==> config.mk <==
export PLATFORM = sky130hd
export DESIGN_NAME = ieeedrv_trkbuf_ctl
export DESIGN_NICKNAME = d
export VERILOG_FILES = /design/src/rtl/ieeedrv_trkbuf_ctl.sv
export SDC_FILE = /design/constraint.sdc
export NUM_CORES = 1
export LEC_CHECK = 0
export CAP_MARGIN = 0
export CORE_MARGIN = 2
export CORE_UTILIZATION = 25
export CTS_CLUSTER_SIZE = 12
export DETAILED_ROUTE_END_ITERATION = 16
export PLACE_DENSITY = 0.47
export SLEW_MARGIN = 15
export SYNTH_ARGS = -nofsm -noshare
export SYNTH_HDL_FRONTEND = slang
export SYNTH_SLANG_ARGS = --single-unit
==> constraint.sdc <==
create_clock -name clk_sys -period 8.3 [get_ports clk_sys]
set_input_delay 1.66 -clock clk_sys [delete_from_list [all_inputs] [get_ports clk_sys]]
set_output_delay 1.66 -clock clk_sys [all_outputs]
set_load 0.02 [all_outputs]
==> src/rtl/ieeedrv_trkbuf_ctl.sv <==
// ieeedrv_trkbuf_ctl: moves whole tracks between the disk image and the drive
// track buffer. Computes the track start sector from the zoned layout, writes
// the dirty buffer back on save_track toggles and loads the new track once the
// head has settled.
// Optional write-protect support is compiled in with `define IEEEDRV_WP_EN.
module ieeedrv_trkbuf_ctl #(
  parameter int unsigned LBA_W     = 16,
  parameter int unsigned MAX_TRACK = 154
) (
  input  logic             clk_sys,
  input  logic             reset_n,
  input  logic             drv_type,
  input  logic             mounted,
  input  logic [7:0]       track,
  input  logic             track_changing,
  input  logic             save_track,
  input  logic             sd_ack,
  output logic [LBA_W-1:0] sd_lba,
  output logic [4:0]       sd_blk_cnt,
  output logic             sd_rd,
  output logic             sd_wr,
  output logic             busy,
  output logic [7:0]       buf_track
`ifdef IEEEDRV_WP_EN
  ,
  input  logic             wp,
  output logic             wp_err
`endif
);

  typedef enum logic [2:0] {
    S_IDLE,
    S_CALC,
    S_WREQ,
    S_WWAIT,
    S_RREQ,
    S_RWAIT
  } state_t;

  localparam logic [7:0] MAX_T8 = 8'(MAX_TRACK);

  state_t           r_state;
  state_t           w_state_nxt;
  logic             r_save_old;
  logic             r_save_armed;
  logic             r_pending;
  logic             r_abort;
  logic             r_op_wr;
  logic [7:0]       r_target;
  logic [7:0]       r_t;
  logic [15:0]      r_acc;
  logic [LBA_W-1:0] r_lba;
  logic [4:0]       r_cnt;
  logic [7:0]       r_buf_track;

  logic             w_save_edge;
  logic             w_pending;
  logic             w_track_ok;
  logic             w_calc_done;
  logic             w_go_wr;
  logic             w_go_rd;
  logic             w_wp_refuse;
  logic             w_rd_done;
  logic [4:0]       w_spt_t;
  logic [4:0]       w_spt_tgt;

  // Sectors per track for the 4040 (is4040=1) or 8250 zoned layout.
  function automatic logic [4:0] f_spt(input logic [7:0] t, input logic is4040);
    logic [4:0] s;
    if (is4040) begin
      if      (t <= 8'd17)  s = 5'd21;
      else if (t <= 8'd24)  s = 5'd19;
      else if (t <= 8'd30)  s = 5'd18;
      else                  s = 5'd17;
    end else begin
      if      (t <= 8'd39)  s = 5'd29;
      else if (t <= 8'd53)  s = 5'd27;
      else if (t <= 8'd64)  s = 5'd25;
      else if (t <= 8'd77)  s = 5'd23;
      else if (t <= 8'd116) s = 5'd29;
      else if (t <= 8'd130) s = 5'd27;
      else if (t <= 8'd141) s = 5'd25;
      else                  s = 5'd23;
    end
    return s;
  endfunction

  // An edge seen in the same clock as the IDLE decision still wins over a
  // load, so the old buffer is written back before the new track replaces it.
  assign w_save_edge = r_save_armed && (save_track != r_save_old);
  assign w_pending   = r_pending || w_save_edge;
  assign w_track_ok  = (track != 8'd0) && (track <= MAX_T8);
  assign w_calc_done = (r_t == r_target);
  assign w_spt_t     = f_spt(r_t, drv_type);
  assign w_spt_tgt   = f_spt(r_target, drv_type);

  assign sd_rd      = (r_state == S_RREQ);
  assign sd_wr      = (r_state == S_WREQ);
  assign busy       = (r_state != S_IDLE);
  assign sd_lba     = r_lba;
  assign sd_blk_cnt = r_cnt;
  assign buf_track  = r_buf_track;

  // State register.
  always_ff @(posedge clk_sys or negedge reset_n) begin
    if (!reset_n) r_state <= S_IDLE;
    else          r_state <= w_state_nxt;
  end

  // Next-state logic and one-cycle control strobes.
  always_comb begin
    w_state_nxt = r_state;
    w_go_wr     = 1'b0;
    w_go_rd     = 1'b0;
    w_wp_refuse = 1'b0;
    w_rd_done   = 1'b0;
    case (r_state)
      S_IDLE: begin
        if (!mounted) begin
          if (w_pending && (r_buf_track != 8'd0)) begin
`ifdef IEEEDRV_WP_EN
            if (wp) begin
              w_wp_refuse = 1'b1;
            end else begin
              w_go_wr     = 1'b1;
              w_state_nxt = S_CALC;
            end
`else
            w_go_wr     = 1'b1;
            w_state_nxt = S_CALC;
`endif
          end else if (!track_changing && w_track_ok && (track != r_buf_track)) begin
            w_go_rd     = 1'b1;
            w_state_nxt = S_CALC;
          end
        end
      end
      S_CALC: begin
        if (mounted)          w_state_nxt = S_IDLE;
        else if (w_calc_done) w_state_nxt = r_op_wr ? S_WREQ : S_RREQ;
      end
      S_WREQ: begin
        if (mounted)     w_state_nxt = S_IDLE;
        else if (sd_ack) w_state_nxt = S_WWAIT;
      end
      S_RREQ: begin
        if (mounted)     w_state_nxt = S_IDLE;
        else if (sd_ack) w_state_nxt = S_RWAIT;
      end
      S_WWAIT: begin
        if (!sd_ack) w_state_nxt = S_IDLE;
      end
      S_RWAIT: begin
        if (!sd_ack) begin
          w_rd_done   = 1'b1;
          w_state_nxt = S_IDLE;
        end
      end
      default: w_state_nxt = S_IDLE;
    endcase
  end

  // save_track edge detector; the first clock after reset only samples.
  always_ff @(posedge clk_sys or negedge reset_n) begin
    if (!reset_n) begin
      r_save_old   <= 1'b0;
      r_save_armed <= 1'b0;
    end else begin
      r_save_old   <= save_track;
      r_save_armed <= 1'b1;
    end
  end

  // Pending write-back flag, buffer ownership and mount abort tracking.
  always_ff @(posedge clk_sys or negedge reset_n) begin
    if (!reset_n) begin
      r_pending   <= 1'b0;
      r_buf_track <= 8'd0;
      r_abort     <= 1'b0;
    end else begin
      if (mounted)                       r_pending <= 1'b0;
      else if (w_go_wr || w_wp_refuse)   r_pending <= 1'b0;
      else if (w_save_edge)              r_pending <= 1'b1;

      if (mounted)                       r_buf_track <= 8'd0;
      else if (w_rd_done && !r_abort)    r_buf_track <= r_target;

      // A mount during a transfer invalidates the data being read.
      if (mounted)                       r_abort <= 1'b1;
      else if (w_go_wr || w_go_rd)       r_abort <= 1'b0;
    end
  end

  // Target latch and one-track-per-clock offset accumulation.
  always_ff @(posedge clk_sys or negedge reset_n) begin
    if (!reset_n) begin
      r_op_wr  <= 1'b0;
      r_target <= 8'd0;
      r_t      <= 8'd0;
      r_acc    <= '0;
      r_lba    <= '0;
      r_cnt    <= '0;
    end else if (w_go_wr || w_go_rd) begin
      r_op_wr  <= w_go_wr;
      r_target <= w_go_wr ? r_buf_track : track;
      r_t      <= 8'd1;
      r_acc    <= '0;
    end else if (r_state == S_CALC && !mounted) begin
      if (w_calc_done) begin
        r_lba <= LBA_W'(r_acc);
        r_cnt <= w_spt_tgt;
      end else begin
        r_acc <= r_acc + 16'(w_spt_t);
        r_t   <= r_t + 8'd1;
      end
    end
  end

`ifdef IEEEDRV_WP_EN
  // Single-cycle pulse for a refused write-back.
  logic r_wp_err;
  always_ff @(posedge clk_sys or negedge reset_n) begin
    if (!reset_n) r_wp_err <= 1'b0;
    else          r_wp_err <= w_wp_refuse;
  end
  assign wp_err = r_wp_err;
`endif

endmodule

==> summary.txt <==
Status
  • Outcome: complete, no violations

Route
  • WL final: around 11 mm
  • DR vias: ~3400
  • # DRC: 0
  • DR WL/cell: ~16 um
  • Drt pass-1 iters: 4
  • Initial DRC Count: just over 200
  • Post-DRT Antenna Nets: 0
  • Vias per cell: between 4 and 5

Worst setup path
  • CP arrival: around 4.6 ns
  • Critical path cell sequence: clkdlybuf4s50_1 -> or4_4 -> a211oi_1 -> a31o_2 -> mux2_4
  • FF-to-FF path depth: 13
  • CP Launch Type: primary input
  • WP data required: 8.52 ns
  • Worst path max stage delay: about 0.8 ns
  • CP max FO: 34
  • Worst setup EP type: register
  • Crit-path slowest cell: a31o_2
  • Setup Crit Path Kind: in -> reg

Clock tree
  • CTS Sinks: slightly below 70
  • Worst-path clk slew: approximately 0.05 ns
  • Total CTS buffers: 9
  • CTS Hold Bufs: 0
  • Clock Latency Late Sink: about 0.34 ns
  • Clock Path Buffers: 2
  • Post-cts resize count: 0
  • CTS tree: yes
  • Clk root buf: clkbuf_16
  • Htree depth: 3
  • Post-CTS Repair Setup Buffers: 0

Finish
  • Most common cell after layout, fill and taps aside: dfrtp_1
  • Final Instance Area: a little over 0.005 sq mm
  • Antenna cells: 0
  • Layout Nets: 486
  • Layout cells sized above 1: between 10% and 20%
  • P&R area growth vs syn: 19.5%
  • Most frequent cells in the layout: dfrtp_1, clkdlybuf4s50_1, nand2_1, a21oi_1, nor2_1

Power
  • Sw Share: 31.0%
  • Cell-internal power: 0.000680 W
  • Leak Pwr: 2.07 nW
  • Comb power frac: roughly a fifth
  • Peak VDD IR: 106 uV
  • Sequential power share: 42.6%
  • Pwr dens: approximately 200 mW/mm^2
  • Clk network pwr share: between 30% and 40%
  • Total design power: between 0.0009 and 0.001 W
  • Sw Pwr: just over 0.0003 W

Synth
  • Top post-synthesis cells by area: dfrtp_1, xnor2_1, mux2_4
  • Number of synthesized register bits: 69
  • Ys Warns: 0
  • Synth area leader: dfrtp_1
  • Post-synth top flop: dfrtp_1
  • Synth Area per Inst: just under 10 sq um
  • Library cells used by synthesis: between 60 and 70
  • Cells after synthesis: ~440
  • Register area share after synthesis: 40.9%
  • Synth Cell Area: around 0.0042 sq mm
  • Share of flip-flops with an asynchronous set or reset: 100%
  • Top cell type's share of synthesized area: between 40% and 50%
  • Number of flops mapped to enable cells by yosys: 0
  • Synthesized Nets: between 400 and 500

Timing
  • Final hold violation count: 0
  • Relative slew slack: roughly 38%
  • Final period utilization: 52.4%
  • Top achievable clock speed: between 0.2 and 0.25 GHz
  • Max-slew violation count: 0
  • Fin Setup TNS: 0 ns
  • Minimum clock period after layout: approximately 4.3 ns
  • RSZ-0062 raised after global routing: false
  • Setup Skew: slightly above 0.006 ns
  • WHS: between 0.4 and 0.5 ns
  • Final number of setup-violating endpoints: 0
  • Worst Tran Pin Value: around 0.92 ns

Die
  • Die Y: about 130 um
  • Core area: ~0.017 sq mm
  • Die W: around 130 um
  • Die area: around 0.018 sq mm
  • Starting density of the core: 25.5%
  • Std cell rows: between 40 and 50
  • Boundary pin count: 47

Global route
  • Largest net degree at the start of global routing: 70
  • Initial antenna violation count: 0
  • First-pass GRT wire length: ~17 mm
  • Total track usage: 12.5%
  • Vias in the first global route: 3408
  • Grt ovf: 0

Place
  • Cell Area, Placed: approximately 0.0047 sq mm
  • Final GP Congestion: just over 0.8
  • Port-buffer cells: 46
  • Half-perimeter wire length after placement: about 7.3 mm

Flow run
  • Max Cap Viol: 0

Hold path
  • WHS Path Cells: 1
  • Min-Delay Path Class: reg -> reg
state kept, by name, indices dropped and copies added (netlist names):
register / cells
buf_track: 8
r_abort: 1
r_acc: 16
r_op_wr: 1
r_pending: 1
r_save_armed: 1
r_save_old: 1
r_state: 3
r_t: 8
r_target: 8
sd_blk_cnt: 5
sd_lba: 16
cell type report:
type / instances / area (sq um)
clock buffer: 10 / 229
clock inverter: 6 / 63.8
multi-input combinational: 321 / 2230
tap: 220 / 275
sequential: 69 / 1730
fill: 1715 / 11500
timing repair buffer: 48 / 470
inverter: 13 / 48.8
worst paths after layout:
path	start	endpoint	slack, ns
worst min register to register	r_op_wr	r_state[2]	0.46
max in group asynchronous	reset_n	r_acc[4]	6.17
worst max-delay path	mounted	r_target[0]	3.95
worst min-delay path	r_op_wr	r_state[2]	0.46
min in group asynchronous	reset_n	r_target[2]	1.52
worst max register to register	r_t[0]	r_acc[9]	4.75
power groups by stage:
stage	clock network (W)	logic, W	registers (W)
2_1_floorplan	0	0.000176	0.000385
3_3_place_gp	0	0.000185	0.000426
3_5_place_dp	0	0.000187	0.000426
4_1_cts	0.000394	0.000188	0.000420
5_1_grt	0.000407	0.000211	0.000427
6_report	0.000379	0.000187	0.000420
per-layer routing:
| metal | up-vias | global-route usage, % | share of wire (%) | routed length [um] |
|---|---|---|---|---|
| met1 | 1621 | 15.6 | 47 | 5060 |
| met2 | 89 | 19.9 | 45 | 4810 |
| li1 | 1631 | - | - | - |
| met5 | - | 0 | 0 | 0 |
| met3 | 21 | 3.48 | 4.6 | 487 |
| met4 | 0 | 5.97 | 2.9 | 308 |
worst max-delay path: cells and delay by family:
family | cells | cell delay [ns]
buffers and inverters | 1 | 0.74
AND/OR/NAND/NOR | 1 | 0.68
multiplexers | 1 | 0.35
AO/OA/AOI/OAI | 2 | 1.12
logic make-up (layout without fill, tap and decap cells):
logic type               count (synthesis)  after routing  synth area share [%]
multiplexers                            30             30                  8.93
other                                    1              1                0.0889
adder cells (fa/ha/maj)                  9              9                  2.85
XOR/XNOR                                32             32                  6.64
AO/OA/AOI/OAI                          111            111                  17.3
buffers and inverters                   49             77                  6.29
flip-flops                              69             69                  40.9
AND/OR/NAND/NOR                        138            138                  17.0
synth_stat cells, drive strengths merged, types with 2 or more instances:
cell type and number:
dfrtp 69, nand2 40, a21oi 35, nor2 27, mux2 25, buf 23
nand3 22, o21ai 22, xnor2 21, clkbuf 13, inv 13, xor2 11
nor3 10, ha 8, a211oi 7, o31ai 7, or4 7, nor4 6
mux2i 5, or3 5, a2111oi 4, a21o 4, and4 4, o21a 4
a211o 3, nand2b 3, nand4 3, o211ai 3, o221ai 3, a21bo 2
a21boi 2, a311o 2, a311oi 2, a31o 2, a31oi 2, and3 2
nor4b 2, or4b 2
metrics by stage:
| stage | worst slack [ns] | util [%] | cells |
|---|---|---|---|
| after floorplan | 4.45 | - | 439 |
| after global placement | 3.71 | 28.7 | 671 |
| after detailed placement | 3.64 | 28.7 | 671 |
| after CTS | 4.01 | 30.5 | 687 |
| after global routing | 3.82 | 30.5 | 687 |
| final | 3.95 | 30.5 | 687 |
Note: power is estimated with default switching activity, not from simulation.
